File: config.mk
export PLATFORM = sky130hd
export DESIGN_NAME = gb_line_clear_ctrl
export DESIGN_NICKNAME = d
export VERILOG_FILES = /design/src/rtl/gb_pkg.sv /design/src/rtl/gb_lowest_line.sv /design/src/rtl/gb_line_clear_ctrl.sv
export SDC_FILE = /design/constraint.sdc
export NUM_CORES = 1
export LEC_CHECK = 0
export CAP_MARGIN = 20
export CORE_AREA = 2 2 78 80
export DETAILED_ROUTE_END_ITERATION = 8
export DIE_AREA = 0 0 80 82
export PLACE_DENSITY = 0.86
export SLEW_MARGIN = 20
export SYNTH_ARGS = -nofsm -noshare
export SYNTH_HDL_FRONTEND = slang
export SYNTH_SLANG_ARGS = --single-unit
File: constraint.sdc
create_clock -name clk -period 3.4 [get_ports clk]
set_input_delay 0.68 -clock clk [delete_from_list [all_inputs] [get_ports clk]]
set_output_delay 0.68 -clock clk [all_outputs]
set_load 0.01 [all_outputs]
File: src/rtl/gb_pkg.sv
// Shared constants, state encoding and scoring table for the game-board line-clear logic.
package gb_pkg;

  localparam logic [5:0]  OP_REMOVE_LINE = 6'b011101;
  localparam int unsigned NUM_ROWS       = 20;
  localparam int unsigned NUM_COLS       = 10;
  localparam int unsigned IDX_W          = 5;

  localparam logic [10:0] PTS_1 = 11'd40;
  localparam logic [10:0] PTS_2 = 11'd100;
  localparam logic [10:0] PTS_3 = 11'd300;
  localparam logic [10:0] PTS_4 = 11'd1200;

  typedef enum logic [1:0] {
    StIdle,
    StScan,
    StIssue,
    StDone
  } state_e;

  function automatic logic [10:0] line_points(input logic [2:0] n);
    logic [10:0] pts;
    case (n)
      3'd0:    pts = 11'd0;
      3'd1:    pts = PTS_1;
      3'd2:    pts = PTS_2;
      3'd3:    pts = PTS_3;
      default: pts = PTS_4;
    endcase
    return pts;
  endfunction

endpackage

File: src/rtl/gb_lowest_line.sv
// Priority encoder: index of the lowest full row plus an any-row-full flag.
module gb_lowest_line #(
  parameter int unsigned NUM_ROWS = 20,
  parameter int unsigned IDX_W    = 5
) (
  input  logic [NUM_ROWS-1:0] line_status,
  output logic [IDX_W-1:0]    idx,
  output logic                valid
);

  always_comb begin
    idx   = '0;
    valid = |line_status;
    // Walk downward so the lowest set bit is the last one written.
    for (int i = NUM_ROWS - 1; i >= 0; i--) begin
      if (line_status[i]) idx = IDX_W'(i);
    end
  end

endmodule

File: src/rtl/gb_line_clear_ctrl.sv
// Line-clear sequencer: removes full rows one at a time after a piece locks, owns the
// board instruction port while busy, and keeps the saturating score.
module gb_line_clear_ctrl #(
  parameter int unsigned NUM_ROWS   = 20,
  parameter int unsigned MAX_CLEARS = 4,
  parameter int unsigned SCORE_W    = 16
) (
  input  logic                clk,
  input  logic                rst,
  input  logic                start,
  input  logic                score_clr,
  input  logic [NUM_ROWS-1:0] line_status,
  input  logic [31:0]         cpu_instr,
  output logic [31:0]         instr_out,
  output logic                cpu_stall,
  output logic                busy,
  output logic                done,
  output logic [2:0]          lines_cleared,
  output logic                overflow,
  output logic [SCORE_W-1:0]  score
);
  import gb_pkg::*;

  localparam logic [2:0] MaxCnt = 3'(MAX_CLEARS);

  state_e               state_q, state_d;
  logic [2:0]           cnt_q, cnt_d;
  logic [IDX_W-1:0]     idx_q, idx_d;
  logic [SCORE_W-1:0]   score_q, score_d;
  logic [2:0]           lines_q, lines_d;
  logic                 ovf_q, ovf_d;
  logic                 score_add;
  logic [IDX_W-1:0]     low_idx;
  logic                 low_valid;
  logic [SCORE_W:0]     score_sum;
  logic [SCORE_W-1:0]   score_sat;

  gb_lowest_line #(
    .NUM_ROWS (NUM_ROWS),
    .IDX_W    (IDX_W)
  ) u_lowest_line (
    .line_status (line_status),
    .idx         (low_idx),
    .valid       (low_valid)
  );

  assign score_sum = {1'b0, score_q} + (SCORE_W + 1)'(line_points(cnt_q));
  assign score_sat = score_sum[SCORE_W] ? '1 : score_sum[SCORE_W-1:0];

  // Results are committed on the SCAN->DONE edge so they are already valid while done is high.
  always_comb begin
    state_d   = state_q;
    cnt_d     = cnt_q;
    idx_d     = idx_q;
    lines_d   = lines_q;
    ovf_d     = ovf_q;
    score_add = 1'b0;
    instr_out = '0;
    done      = 1'b0;
    unique case (state_q)
      StIdle: begin
        instr_out = cpu_instr;
        if (start) begin
          cnt_d   = '0;
          lines_d = '0;
          ovf_d   = 1'b0;
          state_d = StScan;
        end
      end
      StScan: begin
        if (!low_valid) begin
          lines_d   = cnt_q;
          score_add = 1'b1;
          state_d   = StDone;
        end else if (cnt_q == MaxCnt) begin
          lines_d   = cnt_q;
          ovf_d     = 1'b1;
          score_add = 1'b1;
          state_d   = StDone;
        end else begin
          idx_d   = low_idx;
          state_d = StIssue;
        end
      end
      StIssue: begin
        instr_out = {OP_REMOVE_LINE, 21'b0, idx_q};
        cnt_d     = cnt_q + 3'd1;
        state_d   = StScan;
      end
      StDone: begin
        done    = 1'b1;
        state_d = StIdle;
      end
      default: state_d = StIdle;
    endcase

    if (score_clr)      score_d = '0;
    else if (score_add) score_d = score_sat;
    else                score_d = score_q;
  end

  always_ff @(posedge clk or posedge rst) begin
    if (rst) begin
      state_q <= StIdle;
      cnt_q   <= '0;
      idx_q   <= '0;
      score_q <= '0;
      lines_q <= '0;
      ovf_q   <= 1'b0;
    end else begin
      state_q <= state_d;
      cnt_q   <= cnt_d;
      idx_q   <= idx_d;
      score_q <= score_d;
      lines_q <= lines_d;
      ovf_q   <= ovf_d;
    end
  end

  assign cpu_stall     = (state_q != StIdle);
  assign busy          = cpu_stall;
  assign lines_cleared = lines_q;
  assign overflow      = ovf_q;
  assign score         = score_q;

endmodule

==> out/metrics.csv, run 1 <==
stage;metric;value;unit
synthesis;ys.flop_type;dfrtp_1;
clock_network;post_cts_repair_setup_buffers;0;
synthesis;synthDistinctLibCells;48;
finish;antennaDiodeCount;0;
clock_network;cts-resized-gates;0;
global_routing;grt_start_max_net_pins;30;
routing;detailroute.wirelength.met2;3.32;mm
die;floorplan.die.width;80;um
placed_design;placement.io_buffers;110;
job;max_cap_violations;0;
clock_network;worstSkewPairLatency;0.28;ns
setup_path;slowest_stage;fa_1;
sta;max_slew.worst_pin.slew;0.599;ns
sta;final.setup.worst_slack;0.394;ns
setup_path;worst-endpoint-arrival;3.16;ns
sta;final-hold-violation-count;0;
routing;post-route-drc-count;0;
synthesis;sequential_cell_area_fraction_in_the_yosys_report;31.7;%
pwr;power.density;530;nW/um^2
finish;mostFrequentLayoutCells;110 x clkdlybuf4s50_1, 29 x nor2_1, 29 x dfrtp_1;
finish;layout.cells.most_common;clkdlybuf4s50_1;
clock_network;path_clk_slew;0.06;ns
setup_path;r2r_setup_slack;0.39;ns
setup_path;rr_endpoint;score[11];
global_routing;grt_first_pass_wirelength;9.52;mm
routing;detailroute.wirelength.met3;224;um
routing;routed_wirelength;6.25;mm
placed_design;place_hpwl;5.01;mm
setup_path;path_class;flip-flop to flip-flop;
placed_design;pre_cts_ws;0.415;ns
synthesis;synth-edff-count;0;
finish;fin_util;61.5;%
routing;wire_per_inst;13.9;um
finish;ff_latch_area;726;um^2
finish;fillers;498;
sta;grt_setup_unrepaired;no;
setup_path;timing.critical_path.cells;inv_1 > ha_1 > nor2b_1 > nor2_1 > inv_1 > ha_1 > fa_1 > a211oi_1 > o21ai_1 > a41o_1 > nand3_2 > or3_4 > o21ai_1;
sta;fin_worst_hold_slack;0.487;ns
sta;fmaxAchievable;333;MHz
routing;top_layer_used_by_detailed_routing;met4;
sta;relSlewSlack;60.0;%
synthesis;synthArstFlopShare;100;%
worst_hold_path;holdCritStartpoint;idx_q[3];
setup_path;cp_top_family;compound AO/OA/AOI/OAI gates;
setup_path;crit_required;3.56;ns
routing;num_vias;2307;
synthesis;postSynthCellCount;264;
placed_design;gp_congestion;0.886;
synthesis;post_synthesis_cell_area;2290;um^2
finish;multi_input_comb_area;1440;um^2
finish;final_layout_size_suffix_gt1_share;6.67;%
die;std_cell_rows;28;
routing;vias_per_cell;5.13;
clock_network;cts-root-buf;clkbuf_8;
clock_network;cts_htree_levels;2;
die;io-pin-count;111;
routing;drt_iter0_drc;101;
clock_network;ctsHoldBuffers;0;
synthesis;yosysWarningCount;0;
synthesis;synth_area_per_cell;8.66;um^2
die;floorplan.die_area;6560;um^2
setup_path;worst_setup_path_start_kind;flip-flop;
routing;route.layer.met1.wl;2.59;mm
setup_path;cp_slowest_stage_delay;0.43;ns
worst_hold_path;holdPathStages;2;
global_routing;overflow_after_grt;0;
global_routing;initial_antenna_violation_count;0;
finish;layout_area_overhead;54.6;%
pwr;p_total;1870;uW
clock_network;tritoncts;done;
clock_network;clkSinkCount;29;
die;chipHeight;82;um
global_routing;grt_util_all_layers;18.4;%
pwr;power.leakage;0.00153;uW
sta;final_setup_tns;0;ns
setup_path;timing.rr.start;cnt_q[0];
status;status;completed;
finish;final_net_count;444;
sta;maximum_clock_skew_at_final_layout;0.00159;ns
setup_path;worst-path-buf-inv;2;
worst_hold_path;worstHoldPathType;flip-flop to flip-flop;
die;design.core.area;5750;um^2
sta;min_period;3.01;ns
worst_hold_path;whs_endpoint;idx_q[3];
sta;finalSetupViolCount;0;
routing;ant_nets;0;
sta;drv_slew;0;
clock_network;cts_inserted_buffers;5;
setup_path;r2r_cells;13;
setup_path;crit_path_max_fo;12;
global_routing;number_of_global_route_vias_before_repair;2112;
sta;timing.final.crit_share;88.4;%
routing;firstDrtPassIters;4;
die;initial_utilization;39.8;%
pwr;vdd.ir_drop.worst;360;uV
clock_network;cts_buffer_depth;2;
setup_path;worst_setup_path_end_kind;flip-flop;
synthesis;postSynthRegisterBits;29;
synthesis;syn-num-nets;334;
==> routing by layer <==
metal  up-vias  GRT usage (%)
met4         0           6.27
met3        10           4.07
met5         -              0
met2        62           32.7
li1       1151              -
met1      1084           22.0
==> worst reg2reg max path, cell delays in order (launching register included) <==
cell	delay [ns]
dfrtp_1	0.42
inv_1	0.10
ha_1	0.19
nor2b_1	0.14
nor2_1	0.13
inv_1	0.07
ha_1	0.21
fa_1	0.43
a211oi_1	0.33
o21ai_1	0.15
a41o_1	0.29
nand3_2	0.09
or3_4	0.22
o21ai_1	0.11
==> registers in the layout, indices dropped and copies added (netlist names) <==
signal,cells
cnt_q,3
idx_q,5
lines_cleared,3
overflow,1
score,15
state_q,2
==> report_power, final <==
group	switching, uW	internal (uW)	total (uW)
registers	100	397	498
clock network	123	145	267
logic	508	600	1110
==> synthesized netlist by cell type (2+ instances only) <==
library cell  count  share of area (%)
a21oi_1           6                1.3
o31ai_1           4                1.3
mux2i_1          14                6.1
nor2_1           29                4.8
a211oi_1          5                1.6
o21ai_1          14                3.1
and2_1           24                6.6
o21ai_0           4               0.88
a21o_1            3               0.98
xnor2_1           5                1.9
nand2b_1          5                1.4
inv_1            15                2.5
ha_1             13                7.1
nand2_1          20                3.3
clkbuf_1          8                1.3
o21ai_2           7                2.7
o21bai_1          3               0.98
a22o_1            6                2.3
nor4_2            3                1.6
xor2_1            4                1.5
buf_4             3               0.98
dfrtp_1          29                 32
nor3_1            3               0.66
nand4_1           2               0.55
nand3_1           9                2.0
nor2b_1           4                1.1
==> worst max path at each step <==
stage	from	end	slack, ns	depth (start not counted)
2_1_floorplan	cnt_q[2]	score[10]	0.61	14
3_3_place_gp	cnt_q[0]	score[2]	0.51	12
3_5_place_dp	cnt_q[0]	score[11]	0.41	13
4_1_cts	cnt_q[0]	score[11]	0.39	13
5_1_grt	cnt_q[0]	score[4]	0.14	13
6_report	cnt_q[0]	score[11]	0.39	13
==> through the flow <==
stage / area, um^2 / instances
6_report: 3540 / 450
2_1_floorplan: 2290 / 264
3_3_place_gp: 3460 / 442
5_1_grt: 3540 / 450
4_1_cts: 3540 / 450
3_5_place_dp: 3460 / 442
==> final cells by class <==
class	count	area share, %
Clock buffer	8	2.26
Inverter	15	1.59
Multi-Input combinational cell	208	40.8
Sequential cell	29	20.5
Tap cell	75	2.65
Timing Repair Buffer	115	32.2
==> kinds of logic after synthesis <==
group / after synthesis / synth area share, %
AND/OR/NAND/NOR: 110 / 26.6
AO/OA/AOI/OAI: 61 / 18.8
flip-flops: 29 / 31.7
buffers and inverters: 27 / 5.25
multiplexers: 14 / 6.13
adder cells (fa/ha/maj): 14 / 7.99
XOR/XNOR: 9 / 3.45
Note: power is estimated with default switching activity, not from simulation.
==> run 2: changes to the inputs <==
--- a/config.mk
+++ b/config.mk
@@ -7,7 +7,7 @@
 export LEC_CHECK = 0
 export CAP_MARGIN = 20
-export CORE_AREA = 2 2 78 80
+export CORE_AREA = 2 2 72 87
 export DETAILED_ROUTE_END_ITERATION = 8
-export DIE_AREA = 0 0 80 82
+export DIE_AREA = 0 0 74 89
 export PLACE_DENSITY = 0.86
 export SLEW_MARGIN = 20
==> constraint.sdc (replaced) <==
create_clock -name clk -period 3.4 [get_ports clk]
set_input_delay 0.68 -clock clk [delete_from_list [all_inputs] [get_ports clk]]
set_output_delay 0.68 -clock clk [all_outputs]
set_load 0.005 [all_outputs]
==> run 2 against run 1 <==
  * Final area is 1.2% higher
  * Cell count is 1.1% higher
  * Critical path depth stayed put
  * Total power is 3.3% higher
  * Routed wire length is 6.1% higher
  * Critical path type unchanged
  * Largest power group unchanged
  * Highest routed layer unchanged
==> out/metrics.csv, run 2 (synthesis results as in run 1) <==
stage;metric;value;unit;change
pwr;vdd.ir_drop.worst;235;uV;-35%
clock_network;tritoncts;done;;
sta;max_slew.worst_pin.slew;0.763;ns;+0.164 ns
sta;timing.final.crit_share;90.4;%;+2.0 points
finish;layout_area_overhead;56.5;%;
global_routing;grt_util_all_layers;19.5;%;+1.1 points
setup_path;path_class;flip-flop to flip-flop;;
sta;maximum_clock_skew_at_final_layout;0.0102;ns;+0.00857 ns
placed_design;placement.io_buffers;110;;unchanged
global_routing;initial_antenna_violation_count;0;;unchanged
routing;firstDrtPassIters;4;;unchanged
finish;fillers;472;;-5.2%
worst_hold_path;worstHoldPathType;flip-flop to flip-flop;;
routing;routed_wirelength;6.63;mm;+6.1%
clock_network;post_cts_repair_setup_buffers;0;;unchanged
finish;largest_reg_flops;15;;unchanged
sta;relSlewSlack;48.7;%;-11 points
clock_network;cts-resized-gates;0;;unchanged
pwr;power.density;541;nW/um^2;+2.1%
clock_network;cts-root-buf;clkbuf_8;;
global_routing;grt_first_pass_wirelength;9.94;mm;+4.5%
clock_network;ctsHoldBuffers;0;;unchanged
pwr;power.leakage;0.00155;uW;+1.2%
finish;antennaDiodeCount;0;;unchanged
setup_path;worst_setup_path_end_kind;flip-flop;;
routing;wire_per_inst;14.6;um;+4.9%
die;io-pin-count;111;;unchanged
placed_design;place_hpwl;5.26;mm;+4.9%
global_routing;grt_start_max_net_pins;30;;unchanged
sta;fmaxAchievable;325;MHz;-2.2%
die;initial_utilization;40.4;%;+0.54 points
setup_path;crit_required;3.56;ns;about the same
sta;finalSetupViolCount;0;;unchanged
status;status;completed;;
finish;ff_latch_area;726;um^2;unchanged
routing;drt_iter0_drc;114;;+13%
finish;final_net_count;444;;unchanged
die;floorplan.die_area;6590;um^2;+0.40%
clock_network;cts_htree_levels;2;;unchanged
sta;fin_worst_hold_slack;0.488;ns;+0.00126 ns
finish;final_layout_size_suffix_gt1_share;7.20;%;+0.53 points
clock_network;path_clk_slew;0.07;ns;about the same
setup_path;worst-endpoint-arrival;3.23;ns;+0.07 ns
finish;multi_input_comb_area;1440;um^2;unchanged
clock_network;cts_buffer_depth;2;;unchanged
sta;final-hold-violation-count;0;;unchanged
sta;grt_setup_unrepaired;no;;
routing;ant_nets;0;;unchanged
sta;min_period;3.07;ns;+0.0670 ns
routing;num_vias;2252;;-2.4%
finish;mostFrequentLayoutCells;110 x clkdlybuf4s50_1, 29 x nor2_1, 29 x dfrtp_1;;
placed_design;gp_congestion;0.846;;-4.6%
finish;layout.cells.most_common;clkdlybuf4s50_1;;
die;design.core.area;5670;um^2;-1.4%
pwr;p_total;1940;uW;+3.3%
global_routing;number_of_global_route_vias_before_repair;2184;;+3.4%
clock_network;clkSinkCount;29;;unchanged
clock_network;cts_inserted_buffers;5;;unchanged
job;max_cap_violations;0;;unchanged
sta;final_setup_tns;0;ns;unchanged
die;chipHeight;89;um;+8.5%
sta;drv_slew;0;;unchanged
routing;post-route-drc-count;0;;unchanged
global_routing;overflow_after_grt;0;;unchanged
die;std_cell_rows;30;;+7.1%
routing;vias_per_cell;4.95;;-3.5%
setup_path;worst_setup_path_start_kind;flip-flop;;
die;floorplan.die.width;74;um;-7.5%
clock_network;worstSkewPairLatency;0.29;ns;about the same
setup_path;crit_path_max_fo;12;;unchanged
-- run 2: cell type report --
| class | instances | area share [%] |
|---|---|---|
| multi-input combinational | 208 | 40.3 |
| timing repair buffer | 115 | 31.8 |
| tap | 80 | 2.80 |
| inverter | 15 | 1.57 |
| clock buffer | 7 | 2.41 |
| clock inverter | 1 | 0.839 |
| sequential | 29 | 20.3 |
-- run 2: metrics by stage --
stage | instance area (um^2) | instances | util (%) | worst slack (ns)
after floorplan | 2290 | 264 | - | 0.611
after global placement | 3460 | 447 | 61.1 | 0.523
after detailed placement | 3460 | 447 | 61.1 | 0.432
after CTS | 3580 | 455 | 63.1 | 0.338
after global routing | 3580 | 455 | 63.1 | 0.146
final | 3580 | 455 | 63.1 | 0.327
-- run 2: path summary, 6_finish.rpt --
kind	start	to	slack (ns)	cells after the start
worst max-delay path	cnt_q[0]	score[13]	0.33	13
worst min-delay path	idx_q[1]	idx_q[1]	0.49	2
worst max register to register	cnt_q[0]	score[13]	0.33	13
worst min register to register	idx_q[1]	idx_q[1]	0.49	2
max in group asynchronous	rst	score[10]	2.36	3
min in group asynchronous	rst	score[9]	0.76	3
-- run 2: metal layers --
metal  wire, um  vias up  global-route usage [%]
met5          0        -                       0
met4        108        0                    7.11
met3        177        7                    3.49
met2       3700       42                    35.4
met1       2650     1058                    22.6
li1           -     1145                       -
-- run 2: power breakdown --
group          internal [uW]  switching (uW)  leakage (uW)  total, uW
clock network            239             143     0.0000585        381
registers                397            71.7      0.000397        469
logic                    603             482       0.00109       1090
total                   1240             696       0.00155       1940
-- run 2: worst max-delay path, cell delays in order (launching register included) --
cell      delay, ns
dfrtp_1        0.44
inv_1          0.11
ha_1           0.20
nor2b_1        0.14
nor2_1         0.13
inv_1          0.07
ha_1           0.21
fa_1           0.43
a211oi_1       0.36
o21ai_1        0.16
a41o_1         0.30
nand3_2        0.08
or3_4          0.22
o21ai_1        0.10
